===== src/rtl/mem_arbiter.sv =====
// Arbiter that shares one single-ported memory between instruction fetch and data access.
// Data requests win by default. A fetch that keeps losing is forced through after STARVE losses.
module mem_arbiter #(
  parameter int AW      = 16,
  parameter int DW      = 16,
  parameter int TIMEOUT = 64,
  parameter int STARVE  = 4
) (
  input  logic          clk,
  input  logic          rst,
  input  logic          if_req,
  input  logic [AW-1:0] if_addr,
  output logic [DW-1:0] if_rdata,
  output logic          if_done,
  output logic          if_stall,
  input  logic          halt,
  input  logic          dm_en,
  input  logic          dm_wr,
  input  logic [AW-1:0] dm_addr,
  input  logic [DW-1:0] dm_wdata,
  output logic [DW-1:0] dm_rdata,
  output logic          dm_done,
  output logic          dm_stall,
  output logic          mem_en,
  output logic          mem_wr,
  output logic [AW-1:0] mem_addr,
  output logic [DW-1:0] mem_wdata,
  input  logic [DW-1:0] mem_rdata,
  input  logic          mem_done,
  output logic          err
);

  typedef enum logic [1:0] {IDLE, IF_WAIT, DM_WAIT, ERR} state_e;

  localparam int WCW = $clog2(TIMEOUT + 1);
  localparam int SCW = $clog2(STARVE + 1);
  localparam logic [WCW-1:0] WAIT_LAST  = WCW'(TIMEOUT - 1);
  localparam logic [SCW-1:0] STARVE_MAX = SCW'(STARVE);

  state_e         state_q, state_d;
  logic [WCW-1:0] wait_cnt_q, wait_cnt_d;
  logic [SCW-1:0] starve_cnt_q, starve_cnt_d;
  logic           mem_en_q, mem_en_d;
  logic           mem_wr_q, mem_wr_d;
  logic [AW-1:0]  mem_addr_q, mem_addr_d;
  logic [DW-1:0]  mem_wdata_q, mem_wdata_d;
  logic           if_done_q, if_done_d;
  logic           dm_done_q, dm_done_d;
  logic [DW-1:0]  if_rdata_q, if_rdata_d;
  logic [DW-1:0]  dm_rdata_q, dm_rdata_d;
  logic           err_q, err_d;

  logic dm_elig, if_elig, grant_if, grant_dm, mem_ack, timeout_hit;

  // A requester is not eligible in its own done cycle, so a held request is not re-served.
  assign dm_elig     = dm_en & ~dm_done_q;
  assign if_elig     = if_req & ~if_done_q & ~halt;
  assign grant_if    = (state_q == IDLE) & if_elig & (~dm_elig | (starve_cnt_q == STARVE_MAX));
  assign grant_dm    = (state_q == IDLE) & dm_elig & ~grant_if;
  // A done seen while the start strobe is still out cannot belong to this transaction.
  assign mem_ack     = mem_done & ~mem_en_q;
  assign timeout_hit = (wait_cnt_q == WAIT_LAST);

  always_comb begin
    // NOTE: every _d gets a default first so no path through the case leaves a latch.
    state_d      = state_q;
    wait_cnt_d   = wait_cnt_q;
    starve_cnt_d = starve_cnt_q;
    mem_en_d     = 1'b0;
    mem_wr_d     = mem_wr_q;
    mem_addr_d   = mem_addr_q;
    mem_wdata_d  = mem_wdata_q;
    if_done_d    = 1'b0;
    dm_done_d    = 1'b0;
    if_rdata_d   = if_rdata_q;
    dm_rdata_d   = dm_rdata_q;
    err_d        = err_q;

    case (state_q)
      IDLE: begin
        if (grant_if) begin
          state_d      = IF_WAIT;
          mem_en_d     = 1'b1;
          mem_wr_d     = 1'b0;
          mem_addr_d   = if_addr;
          mem_wdata_d  = '0;
          wait_cnt_d   = '0;
          starve_cnt_d = '0;
        end else if (grant_dm) begin
          state_d     = DM_WAIT;
          mem_en_d    = 1'b1;
          mem_wr_d    = dm_wr;
          mem_addr_d  = dm_addr;
          mem_wdata_d = dm_wdata;
          wait_cnt_d  = '0;
          if (if_elig && starve_cnt_q != STARVE_MAX) starve_cnt_d = starve_cnt_q + 1'b1;
        end
      end
      IF_WAIT, DM_WAIT: begin
        wait_cnt_d = wait_cnt_q + 1'b1;
        if (mem_ack) begin
          state_d = IDLE;
          if (state_q == IF_WAIT) begin
            if_rdata_d = mem_rdata;
            if_done_d  = 1'b1;
          end else begin
            dm_done_d = 1'b1;
            if (!mem_wr_q) dm_rdata_d = mem_rdata;
          end
        end else if (timeout_hit) begin
          // Release the stalled requester with zero data; the error stays until reset.
          state_d = ERR;
          err_d   = 1'b1;
          if (state_q == IF_WAIT) begin
            if_rdata_d = '0;
            if_done_d  = 1'b1;
          end else begin
            dm_rdata_d = '0;
            dm_done_d  = 1'b1;
          end
        end
      end
      default: ;
    endcase

    if (!if_req) starve_cnt_d = '0;
  end

  always_ff @(posedge clk or negedge rst) begin
    if (!rst) begin
      state_q      <= IDLE;
      wait_cnt_q   <= '0;
      starve_cnt_q <= '0;
      mem_en_q     <= 1'b0;
      mem_wr_q     <= 1'b0;
      mem_addr_q   <= '0;
      mem_wdata_q  <= '0;
      if_done_q    <= 1'b0;
      dm_done_q    <= 1'b0;
      if_rdata_q   <= '0;
      dm_rdata_q   <= '0;
      err_q        <= 1'b0;
    end else begin
      // NOTE: non-blocking so every flop updates from the same pre-edge values.
      state_q      <= state_d;
      wait_cnt_q   <= wait_cnt_d;
      starve_cnt_q <= starve_cnt_d;
      mem_en_q     <= mem_en_d;
      mem_wr_q     <= mem_wr_d;
      mem_addr_q   <= mem_addr_d;
      mem_wdata_q  <= mem_wdata_d;
      if_done_q    <= if_done_d;
      dm_done_q    <= dm_done_d;
      if_rdata_q   <= if_rdata_d;
      dm_rdata_q   <= dm_rdata_d;
      err_q        <= err_d;
    end
  end

  assign mem_en    = mem_en_q;
  assign mem_wr    = mem_wr_q;
  assign mem_addr  = mem_addr_q;
  assign mem_wdata = mem_wdata_q;
  assign if_done   = if_done_q;
  assign dm_done   = dm_done_q;
  assign if_rdata  = if_rdata_q;
  assign dm_rdata  = dm_rdata_q;
  assign err       = err_q;
  assign if_stall  = if_req & ~if_done_q;
  assign dm_stall  = dm_en & ~dm_done_q;

endmodule

===== config.mk =====
export PLATFORM = sky130hd
export DESIGN_NAME = mem_arbiter
export DESIGN_NICKNAME = d
export VERILOG_FILES = /design/src/rtl/mem_arbiter.sv
export SDC_FILE = /design/constraint.sdc
export NUM_CORES = 1
export LEC_CHECK = 0
export ABC_CLOCK_PERIOD_IN_PS = 4700
export CAP_MARGIN = 20
export CORE_ASPECT_RATIO = 1.25
export CORE_MARGIN = 4
export CORE_UTILIZATION = 48
export CTS_BUF_LIST = sky130_fd_sc_hd__clkbuf_8
export DETAILED_ROUTE_END_ITERATION = 6
export PLACE_DENSITY = 0.95
export SLEW_MARGIN = 0
export SYNTH_ARGS = -nofsm -noshare
export SYNTH_HDL_FRONTEND = slang
export SYNTH_SLANG_ARGS = --single-unit

===== constraint.sdc =====
create_clock -name clk -period 4.7 [get_ports clk]
set_clock_uncertainty 0.15 [all_clocks]
set_input_delay 0.47 -clock clk [delete_from_list [all_inputs] [get_ports clk]]
set_output_delay 0.47 -clock clk [all_outputs]
set_load 0.02 [all_outputs]

==> results of run 1 <==
==> stage by stage <==
stage | area (um^2) | total power [mW]
finish | 5165 | 3.431
global route | 5165 | 3.635
CTS | 5151 | 3.447
detailed placement | 4955 | 2.944
global placement | 4955 | 2.859
floorplan | 3506 | 2.152
==> power groups by stage <==
stage                     Sequential, mW  Combinational, mW  Clock, mW
final                               1.19               1.74      0.503
after global routing                1.22               1.87      0.545
after CTS                           1.19               1.75      0.510
after detailed placement            1.19               1.75          0
after global placement              1.18               1.68          0
after floorplan                     1.47              0.679          0
==> Yosys cell counts (2+ instances only) <==
master | n | share of area
a21oi_1 | 2 | 0.0029
nand2_1 | 25 | 0.027
o21ai_0 | 11 | 0.016
mux2i_1 | 17 | 0.049
dfrtp_1 | 81 | 0.58
nand3_1 | 6 | 0.0086
clkbuf_1 | 13 | 0.014
o21ai_1 | 28 | 0.040
inv_2 | 2 | 0.0021
buf_6 | 2 | 0.0064
buf_4 | 2 | 0.0043
and2_1 | 2 | 0.0036
a22o_1 | 36 | 0.090
inv_1 | 23 | 0.025
nand2b_1 | 4 | 0.0071
nand4_1 | 17 | 0.030
nor2_1 | 4 | 0.0043
nor2b_1 | 2 | 0.0036
ha_1 | 5 | 0.018
==> metal layers <==
layer  vias to the layer above  share of wire
li1                       1381              -
met1                      1446           0.36
met2                       118           0.55
met3                        23          0.066
met4                         0          0.027
met5                         -              0
==> kinds of logic after synthesis <==
logic type,count (synthesis),share of synthesized area
adder cells (fa/ha/maj),5,0.01784
buffers and inverters,43,0.05282
AO/OA/AOI/OAI,92,0.1902
multiplexers,17,0.04854
XOR/XNOR,1,0.002499
flip-flops,81,0.5782
AND/OR/NAND/NOR,70,0.1099
==> state kept, by name (all words and copies together) (netlist names) <==
register and cells:
mem_wdata 16, dm_rdata 16, dm_done 1, if_rdata 16, state_q 2, wait_cnt_q 7, if_done 1, err 1
mem_wr 1, mem_en 1, mem_addr 16, starve_cnt_q 3
==> worst paths after layout <==
check / from / to / slack (ns) / depth (start not counted)
max in group asynchronous: rst / if_rdata[6] / 3.64 / 1
worst min register to register: mem_addr[8] / mem_addr[8] / 0.34 / 2
worst min-delay path: rst / if_rdata[1] / 0.11 / 1
min in group clk: mem_addr[8] / mem_addr[8] / 0.34 / 2
worst max register to register: state_q[0] / dm_rdata[10] / 1.82 / 5
worst max-delay path: state_q[0] / dm_rdata[10] / 1.82 / 5
==> cell type report <==
class	count	area, um^2
Clock buffer	10	137.6
Clock inverter	6	58.81
Fill cell	498	1854
Inverter	25	93.84
Multi-Input combinational cell	185	1305
Sequential cell	81	2027
Tap cell	90	112.6
Timing Repair Buffer	143	1430
==> reports/qor.txt, run 1 <==
Met1 global-route usage: 0.2620
CP startpoint kind: flip-flop
Layout overhead on the synthesized area: 47.32%
Aggregate global routing overflow: 0
DR WL/cell: 17.93 um
Seq/Total Area, Yosys: 0.5782
Die ar.: 0.008744 mm^2
Initial antenna violation count: 0
Hold slack: 0.1056 ns
Root Buffer: clkbuf_8
Vias: 2968
Net Sw Frac: 0.3999
CP max-delay cell: nor2_1
Avg Inst Size Synth: 11.35 um^2
Worst-case vdd ir drop: 0.4082 mV
Share of power burned in registers: 0.346
Setup Fix Bufs, Post-CTS: 0
Commonest non-fill, non-tap cell in the layout: clkdlybuf4s50_1
Post-layout min period: 2.882 ns
Total CTS buffers: 9
Hold Violations, Final: 0
Maximum root-to-sink buffer count: 2
Leak Pwr: 2.212 nW
Yosys reg bits: 81
I/O pins: 142
Final period util: 0.6131
CP peak stage delay: 0.88 ns
Layout cells sized above 1: 0.06667
Worst setup margin: 1.818 ns
Reg clk slew, reported paths: 0.08 ns
I/O Buffers: 141
Unrepaired setup endpoints after global routing: no
Hold crit path type: in -> async
Post-DR vias/cell: 5.496
Placed Cells: 523
Power Density: 664.3 mW/mm^2
ANT cells: 0
GRT Overall Usage: 0.2262
Maximum number of pins on one net before global-route repair: 82
Critical path class: reg -> reg
Clock Sinks: 81
Die X: 84.44 um
Cts hold-fix bufs: 0
Post-Syn Nets: 385
Fin cells: 540
Comb power frac: 0.507
CORE AREA: 0.007019 mm^2
Endpoint class of the critical path: flip-flop
Clock power frac: 0.147
Slew Viols, Final: 0
Die Span Y: 103.6 um
Post-cts sizing count: 0
Dominant synthesized flop cell: dfrtp_1
Nets@finish: 521
Most frequent cells in the layout: clkdlybuf4s50_1, dfrtp_1, a22o_1
Bufs and invs on worst path: 1
Antenna-violating nets left: 0
CTS tree: done
Row Count: 34
Slew HR: 0.2727
Setup TNS: 0 ns
Total Wirelength: 9.680 mm
Crit-path max FO: 31
Vias in the first global route: 3139
CP cell instances: inv_1 > ha_1 > nand2b_1 > nor2_1 > a22o_1
Status: finished clean
Power Internal: 2.059 mW
WP data arrival: 3.02 ns
Max-cap viol count: 0
Htree depth: 3
Worst-margin pin slew: 1.087 ns
Max Clock Freq: 0.3470 GHz
Net Switching: 1.372 mW
GP Congestion: 0.8454
Grt met2 use: 0.4052
Mapped Cells: 309
Cell variety after synth: 46
Clk Latency, worst-skew pair: 0.35 ns
Drt initial violations: 329
Initial core utilization: 0.4995
GR peak layer: met2
Crit path required time: 4.84 ns
Setup-failing EPs final: 0
Met3 Resource Use GR: 0.05083
Dpl hpwl: 7.302 mm
DP Worst Slack: 1.812 ns
TritonRoute pass-1 iters: 4
Fin util: 0.7358
Yosys warnings: 0
Synthesized area: 0.003506 mm^2
Delay-heaviest family, CP: simple AND/OR/NAND/NOR gates
Post-synth ARST share: 1.000
DRC Markers: 0
EDFF count, synth: 0
First-pass GRT wire length: 15.79 mm
(Power assumes the default switching activity.)
==> run 2: changes to the inputs <==
--- a/config.mk
+++ b/config.mk
@@ -5,14 +5,14 @@
 export SDC_FILE = /design/constraint.sdc
 export NUM_CORES = 1
 export LEC_CHECK = 0
-export ABC_CLOCK_PERIOD_IN_PS = 4700
+export ABC_CLOCK_PERIOD_IN_PS = 2800
 export CAP_MARGIN = 20
 export CORE_ASPECT_RATIO = 1.25
 export CORE_MARGIN = 4
-export CORE_UTILIZATION = 48
+export CORE_UTILIZATION = 45
 export CTS_BUF_LIST = sky130_fd_sc_hd__clkbuf_8
 export DETAILED_ROUTE_END_ITERATION = 6
-export PLACE_DENSITY = 0.95
+export PLACE_DENSITY = 0.9
 export SLEW_MARGIN = 0
 export SYNTH_ARGS = -nofsm -noshare
 export SYNTH_HDL_FRONTEND = slang
==> constraint.sdc (replaced) <==
create_clock -name clk -period 2.8 [get_ports clk]
set_clock_uncertainty 0.15 [all_clocks]
set_input_delay 0.28 -clock clk [delete_from_list [all_inputs] [get_ports clk]]
set_output_delay 0.28 -clock clk [all_outputs]
set_load 0.02 [all_outputs]
==> reports/qor.txt, run 2 (synthesized netlist as in run 1, its figures left out) <==
Status: finished clean (unchanged)
Maximum root-to-sink buffer count: 2 (unchanged)
CP startpoint kind: flip-flop (unchanged)
Initial antenna violation count: 0 (unchanged)
Clock Sinks: 81 (unchanged)
Layout cells sized above 1: 0.08096 (was 0.06667)
Slew Viols, Final: 0 (unchanged)
Post-DR vias/cell: 5.412 (was 5.496)
DR WL/cell: 17.55 um (was 17.93 um)
TritonRoute pass-1 iters: 4 (unchanged)
Slew HR: 0.6618 (was 0.2727)
Die ar.: 0.009276 mm^2 (was 0.008744 mm^2)
ANT cells: 0 (unchanged)
First-pass GRT wire length: 14.97 mm (was 15.79 mm)
Post-layout power: 5.909 mW (was 3.431 mW)
Reg clk slew, reported paths: 0.08 ns (about the same)
GP Congestion: 0.7963 (was 0.8454)
Power Density: 1120 mW/mm^2 (was 664.3 mW/mm^2)
I/O pins: 142 (unchanged)
Fin util: 0.7046 (was 0.7358)
Worst-margin pin slew: 0.5054 ns (was 1.087 ns)
Max-cap viol count: 0 (unchanged)
Critical path class: reg -> out (was reg -> reg)
Total Wirelength: 9.637 mm (was 9.680 mm)
CTS tree: done (unchanged)
Setup TNS: 0 ns (unchanged)
Final period util: 0.8236
Hold Violations, Final: 0 (unchanged)
Nets@finish: 528 (was 521)
Die Span Y: 106.7 um (was 103.6 um)
CORE AREA: 0.007488 mm^2 (was 0.007019 mm^2)
Layout overhead on the synthesized area: 50.50% (was 47.32%)
Vias: 2971 (was 2968)
Drt initial violations: 239 (was 329)
Root Buffer: clkbuf_8 (unchanged)
Most frequent cells in the layout: clkdlybuf4s50_1, dfrtp_1, a22o_1 (unchanged)
Worst-case vdd ir drop: 0.6615 mV (was 0.4082 mV)
Antenna-violating nets left: 0 (unchanged)
WP data arrival: 1.88 ns (was 3.02 ns)
Total CTS buffers: 9 (unchanged)
Clk Latency, worst-skew pair: 0.34 ns (was 0.35 ns)
Htree depth: 3 (unchanged)
Unrepaired setup endpoints after global routing: no (unchanged)
Dpl hpwl: 6.954 mm (was 7.302 mm)
Initial core utilization: 0.4682 (was 0.4995)
Aggregate global routing overflow: 0 (unchanged)
Setup-failing EPs final: 0 (unchanged)
Endpoint class of the critical path: output pin (was flip-flop)
Leak Pwr: 2.267 nW (was 2.212 nW)
Crit-path max FO: 6 (was 31)
Crit path required time: 2.37 ns (was 4.84 ns)
Hold crit path type: in -> async (unchanged)
I/O Buffers: 141 (unchanged)
DRC Markers: 0 (unchanged)
GRT Overall Usage: 0.2078 (was 0.2262)
Max Clock Freq: 0.4336 GHz
Vias in the first global route: 3076 (was 3139)
Maximum number of pins on one net before global-route repair: 82 (unchanged)
Row Count: 35 (was 34)
Commonest non-fill, non-tap cell in the layout: clkdlybuf4s50_1 (unchanged)
Die X: 86.95 um (was 84.44 um)
Post-layout min period: 2.306 ns
==> run 2: changes by cell type in the layout (fill, tap and decap cells not counted) <==
cell,previous run,this run
buf_4,2,6
bufinv_16,1,2
inv_1,24,23
buf_12,0,1
buf_16,0,1
dlygate4sd3_1,0,1
clkbuf_8,11,10
inv_6,0,1
==> run 2: critical path, stage by stage (launching register included) <==
cell             delay [ns]
dfrtp_1                0.38
nand2b_1               0.29
inv_2                  0.22
clkdlybuf4s50_1        0.65
==> run 2: power by group <==
group / internal (mW) / switching (mW) / leakage (nW) / total, mW
Combinational: 1.41 / 1.59 / 1.13 / 3.00
Clock: 0.502 / 0.425 / 0.106 / 0.927
Sequential: 1.67 / 0.312 / 1.03 / 1.98
Total: 3.58 / 2.33 / 2.27 / 5.91
==> run 2: final cells by class <==
cell class / instances / area (um^2)
fillers: 501 / 2212
flip-flops and latches: 81 / 2027
repair buffers: 150 / 1518
multi-input cells: 185 / 1305
clock buffers: 9 / 123.9
well taps: 92 / 115.1
clock inverters: 7 / 93.84
inverters: 25 / 93.84
==> run 2: per-layer routing <==
layer	global-route usage	up-vias	routed length, um
li1	-	1398	-
met1	0.2482	1451	3785
met2	0.3578	104	5099
met3	0.04151	18	513
met4	0.09020	0	239
met5	0	-	0
==> run 2: final timing paths <==
path	startpoint	end	slack [ns]	depth (start not counted)
max	dm_done	dm_stall	0.49	3
max reg2reg	state_q[0]	mem_addr[9]	0.50	7
min in group clk	err	err	0.33	1
min reg2reg	err	err	0.33	1
max in group asynchronous	rst	dm_done	1.79	3
min	rst	mem_addr[3]	0.13	2
==> run 2: per-stage QoR <==
step	cells	hold WS, ns	area [um^2]	setup slack [ns]
after global placement	530	0.3114	5007	0.3478
after floorplan	309	-0.1656	3506	0.8155
after global routing	549	0.1160	5276	0.3634
after detailed placement	530	0.3136	5007	0.2795
after CTS	547	0.3310	5235	0.3561
final	549	0.1338	5276	0.4939
==> run 2: timing repair <==
item                                   4_1_cts  5_1_grt
hold buffers                                 1        0
endpoints found under the hold margin       81        0
setup buffers                                0        0
resized for setup                            0        0
